<file path="src/rtl/mealy_seq_detect.sv">
// Mealy serial pattern detector with overlap mode, clock enable, synchronous clear and a
// saturating hit counter.
//
// Parameters:
//   PATTERN_W - pattern length in bits, 2..16
//   PATTERN   - pattern to match, MSB is the first bit received
//   OVERLAP   - 1: overlapping matches allowed; 0: restart from empty after a match
//   COUNT_W   - width of hit_count
//
// Ports:
//   clk       - rising-edge clock
//   reset     - asynchronous active-low reset
//   en        - bit valid; flag is sampled only when en=1
//   clr       - synchronous clear of state and hit_count, highest priority
//   flag      - serial input bit
//   sm_out    - combinational match output, high while the final pattern bit is on flag
//   hit_count - saturating count of matches since reset/clear
module mealy_seq_detect #(
  parameter int unsigned          PATTERN_W = 4,
  parameter logic [PATTERN_W-1:0] PATTERN   = 4'b1011,
  parameter bit                   OVERLAP   = 1'b1,
  parameter int unsigned          COUNT_W   = 8
) (
  input  logic               clk,
  input  logic               reset,
  input  logic               en,
  input  logic               clr,
  input  logic               flag,
  output logic               sm_out,
  output logic [COUNT_W-1:0] hit_count
);

  if (PATTERN_W < 2 || PATTERN_W > 16) begin : gen_bad_width
    $error("mealy_seq_detect: PATTERN_W must be in 2..16");
  end

  localparam int unsigned     StW    = $clog2(PATTERN_W);
  localparam int unsigned     NumEnc = 2 ** StW;
  localparam logic [StW-1:0]  LastSt = StW'(PATTERN_W - 1);

  // i-th received bit of the pattern (0 = first).
  function automatic logic pat_bit(input int unsigned i);
    return PATTERN[PATTERN_W-1-i];
  endfunction

  // KMP failure function: longest proper border of the pattern prefix of length len.
  function automatic int unsigned kmp_fail(input int unsigned len);
    int unsigned res;
    bit          ok;
    res = 0;
    for (int l = 1; l < int'(len); l++) begin
      ok = 1'b1;
      for (int i = 0; i < l; i++) begin
        if (pat_bit(i) != pat_bit(len - l + i)) ok = 1'b0;
      end
      if (ok) res = l;
    end
    return res;
  endfunction

  // KMP automaton transition from state k on bit b; evaluated only at elaboration.
  function automatic int unsigned delta(input int unsigned k, input logic b);
    int unsigned j;
    int unsigned res;
    bit          done;
    j    = k;
    res  = 0;
    done = 1'b0;
    // j strictly decreases on every fallback, so PATTERN_W+1 passes always settle.
    for (int it = 0; it <= int'(PATTERN_W); it++) begin
      if (!done) begin
        if (b == pat_bit(j)) begin
          if (j == PATTERN_W - 1) res = OVERLAP ? kmp_fail(PATTERN_W) : 0;
          else                    res = j + 1;
          done = 1'b1;
        end else if (j == 0) begin
          res  = 0;
          done = 1'b1;
        end else begin
          j = kmp_fail(j);
        end
      end
    end
    return res;
  endfunction

  // Constant next-state tables indexed by current state; unused encodings fall back to 0.
  logic [StW-1:0] nxt0 [NumEnc];
  logic [StW-1:0] nxt1 [NumEnc];

  for (genvar k = 0; k < NumEnc; k++) begin : gen_tbl
    if (k < PATTERN_W) begin : gen_live
      localparam int unsigned Nxt0 = delta(k, 1'b0);
      localparam int unsigned Nxt1 = delta(k, 1'b1);
      assign nxt0[k] = StW'(Nxt0);
      assign nxt1[k] = StW'(Nxt1);
    end else begin : gen_dead
      assign nxt0[k] = '0;
      assign nxt1[k] = '0;
    end
  end

  logic [StW-1:0]     st_q, st_d;
  logic [COUNT_W-1:0] cnt_q, cnt_d;

  always_comb begin
    st_d   = st_q;
    cnt_d  = cnt_q;
    sm_out = reset & en & ~clr & (st_q == LastSt) & (flag == PATTERN[0]);
    if (clr) begin
      st_d  = '0;
      cnt_d = '0;
    end else if (en) begin
      st_d = flag ? nxt1[st_q] : nxt0[st_q];
      if (sm_out && (cnt_q != '1)) cnt_d = cnt_q + COUNT_W'(1);
    end
  end

  always_ff @(posedge clk or negedge reset) begin
    if (!reset) begin
      st_q  <= '0;
      cnt_q <= '0;
    end else begin
      st_q  <= st_d;
      cnt_q <= cnt_d;
    end
  end

  assign hit_count = cnt_q;

endmodule

</file>
<file path="config.mk">
export PLATFORM = sky130hd
export DESIGN_NAME = mealy_seq_detect
export DESIGN_NICKNAME = d
export VERILOG_FILES = /design/src/rtl/mealy_seq_detect.sv
export SDC_FILE = /design/constraint.sdc
export NUM_CORES = 1
export LEC_CHECK = 0
export BUFFER_PORTS_ARGS = -buffer_cell sky130_fd_sc_hd__buf_2
export CAP_MARGIN = 20
export CELL_PAD_IN_SITES_DETAIL_PLACEMENT = 1
export CELL_PAD_IN_SITES_GLOBAL_PLACEMENT = 1
export CORE_UTILIZATION = 34
export CTS_CLUSTER_SIZE = 10
export DETAILED_ROUTE_END_ITERATION = 12
export PLACE_DENSITY_LB_ADDON = 0.25
export REMOVE_ABC_BUFFERS = 1
export SLEW_MARGIN = 20
export SYNTH_ARGS = -nofsm -noshare
export SYNTH_HDL_FRONTEND = slang
export SYNTH_SLANG_ARGS = --single-unit
</file>
<file path="constraint.sdc">
create_clock -name clk -period 1.09 [get_ports clk]
set_input_delay 0 -clock clk [delete_from_list [all_inputs] [get_ports clk]]
set_output_delay 0 -clock clk [all_outputs]
set_load 0.01 [all_outputs]
</file>
==> metrics.md <==
| Metric | Value |
|---|---|
| DP HPWL | `1145 µm` |
| FP Rows | `14` |
| Die height | `42.70 µm` |
| Synthesized flop and latch total | `10` |
| CP startpoint kind | `register` |
| Diode count | `0` |
| Global placement routability congestion | `0.7446` |
| Non-filler instance count after layout | `105` |
| Tightest Pin Transition | `289.8 ps` |
| Starting Density | `0.3695` |
| Share of layout cells above drive strength 1 | `0.6067` |
| Setup WS post-layout | `-226.1 ps` |
| Metal-1 WL | `787 µm` |
| Drt wl/cell | `16.82 µm` |
| Clock root buffer | `clkbuf_4` |
| Worst Path Arrival | `1320 ps` |
| Worst skew pair latency | `260 ps` |
| CTS max path bufs | `2` |
| CTS Buf Count | `3` |
| Clk slew on worst S/H paths | `70 ps` |
| Routed length on met2 | `911 µm` |
| Synthesized area | `563.0 µm²` |
| Number of synthesized flops with an enable pin | `0` |
| Tmin final | `1316 ps` |
| Vias per cell | `5.324` |
| Final hold violation count | `0` |
| Gr usage total | `0.2116` |
| Core area | `1524 µm²` |
| Mapped Cells | `55` |
| Initial antenna violation count | `0` |
| Clock Skew | `0.4522 ps` |
| Routed wl met3 | `53 µm` |
| Remaining DRCs | `0` |
| FF-to-FF setup slack | `-220 ps` |
| Crit share post-route | `1.207` |
| Inst Count DP | `96` |
| GR Overflow Total | `0` |
| First-pass GRT wire length | `2753 µm` |
| Post-Place Worst Slack | `-259.7 ps` |
| Pwr Density | `784.6 nW/µm²` |
| Final cell utilization of the core | `0.5878` |
| Relative slew slack | `0.8061` |
| Worst setup path class | `reg -> out` |
| Worst IR Drop VDD | `0.7090 mV` |
| Setup crit end | `sm_out` |
| Achievable Freq | `759.8 MHz` |
| Syn avg cell area | `10.24 µm²` |
| Critical Path RT | `1090 ps` |
| IO Port Bufs | `13` |
| Worst R2R Path Depth | `5` |
| Worst hold start | `en` |
| Max-cap viol count | `0` |
| Number of global-route vias before repair | `577` |
| Most frequent cells in the layout | `buf_4 (17), buf_2 (12), dfrtp_1 (10), nor2_1 (4), nand2b_1 (4)` |
| Wire length after detailed routing | `1766 µm` |
| Hold Path Class | `in -> reg` |
| CTS tree | `built` |
| Initial DRT Pass Iterations | `4` |
| Outcome | `complete, but fails checks` |
| Cell variety after synth | `23` |
| Worst r2r src | `hit_count[1]$_DFFE_PN0P_` |
| Most common cell after layout, fill and taps aside | `buf_4` |
| Max layer used | `met4` |
| Clk sink count | `10` |
| YS warnings | `0` |
| Setup-failing EPs final | `9` |
| Number of routed nets with antenna violations | `0` |
| Setup crit end kind | `primary output` |
| RSZ-0062 raised after global routing | `true` |
| CTS HTree Levels | `1` |
| IO Pins | `14` |
| Initial DRC Count | `6` |
| Critical Path Source | `st_q[1]$_DFFE_PN0P_` |
| Nets@finish | `97` |
| Async S/R FF share, synth | `1.000` |
| Largest net degree at the start of global routing | `13` |
| Area Growth Syn to Fin | `59.11%` |
| Die width | `42.70 µm` |
| Main synth FF type | `dfrtp_1` |
| Static Leak | `0.4802 nW` |
| Slew Viols, Final | `0` |
| Crit-path max FO | `3` |
| Placed Area | `742.0 µm²` |
| RR Endpoint | `hit_count[6]$_DFFE_PN0P_` |
| Power Total | `702.9 µW` |
| Violated checks | `setup timing` |
| Seq/Total Area, Yosys | `0.4444` |
| Post-route cell area | `895.9 µm²` |
| Via count | `559` |
| Die area | `1823 µm²` |
[layout make-up]
| cell class | instances | area, µm² |
|---|---|---|
| multi-input combinational | 42 | 375.4 |
| clock buffer | 3 | 22.52 |
| inverter | 2 | 7.507 |
| tap | 16 | 20.02 |
| sequential | 10 | 250.2 |
| timing repair buffer | 32 | 220.2 |
| fill | 179 | 628.1 |
[critical path, stage by stage (launching register included)]
cell	delay (ps)
dfrtp_1	410
nand4b_4	150
buf_4	170
nor2_4	120
buf_6	110
buf_6	80
[metal layers]
layer | GRT usage | up-vias
li1 | - | 273
met1 | 0.2703 | 274
met2 | 0.3545 | 10
met3 | 0.02553 | 2
met4 | 0.09375 | 0
met5 | 0 | -
[flip-flops by register name, indices dropped and copies added (netlist names)]
signal and flops:
hit_count 8, st_q 2
[cell usage after synthesis (2+ instances only)]
cell type	instances	area, µm²
a31o_2	2	17.52
a21oi_1	6	30.03
nand2b_1	4	25.02
nand3_1	3	15.01
nor3_1	2	10.01
nand2_1	3	11.26
and3_1	2	12.51
nor2_1	5	18.77
mux2i_1	3	30.03
dfrtp_1	10	250.2
and4_1	2	17.52
inv_1	2	7.510
[stage by stage]
step | hold slack (ps) | setup TNS (ps)
2_1_floorplan | -295.6 | -999.2
3_3_place_gp | -24.53 | -1187
3_5_place_dp | -14.41 | -1486
4_1_cts | 50.21 | -1366
5_1_grt | 116.0 | -2291
6_report | 71.64 | -1767
[kinds of logic after synthesis]
kind of cell | synth area share
AND/OR/NAND/NOR | 0.3022
AO/OA/AOI/OAI | 0.1578
flip-flops | 0.4444
buffers and inverters | 0.02000
multiplexers | 0.05334
adder cells (fa/ha/maj) | 0.02222
[what timing repair did]
action	in CTS	in global routing
endpoints found under the setup margin	9	9
hold endpoints to repair	10	0
gates resized for setup	14	6
buffers inserted	2	4
pin swaps	9	6
hold buffers	1	0
[how the worst min path moves through the flow]
stage,cells after the start,slack (ps),end
2_1_floorplan,0,-300,hit_count[0]$_DFFE_PN0P_
6_report,3,70,st_q[0]$_DFFE_PN0P_
5_1_grt,3,120,st_q[0]$_DFFE_PN0P_
3_3_place_gp,2,-20,st_q[1]$_DFFE_PN0P_
3_5_place_dp,2,-10,st_q[1]$_DFFE_PN0P_
4_1_cts,3,50,st_q[0]$_DFFE_PN0P_
[where the power goes]
group / leakage, nW / internal, mW / switching, mW
Clock: 0.0138 / 0.128 / 0.137
Combinational: 0.327 / 0.0257 / 0.0359
Sequential: 0.139 / 0.374 / 0.00349
Note: power is estimated with default switching activity, not from simulation.
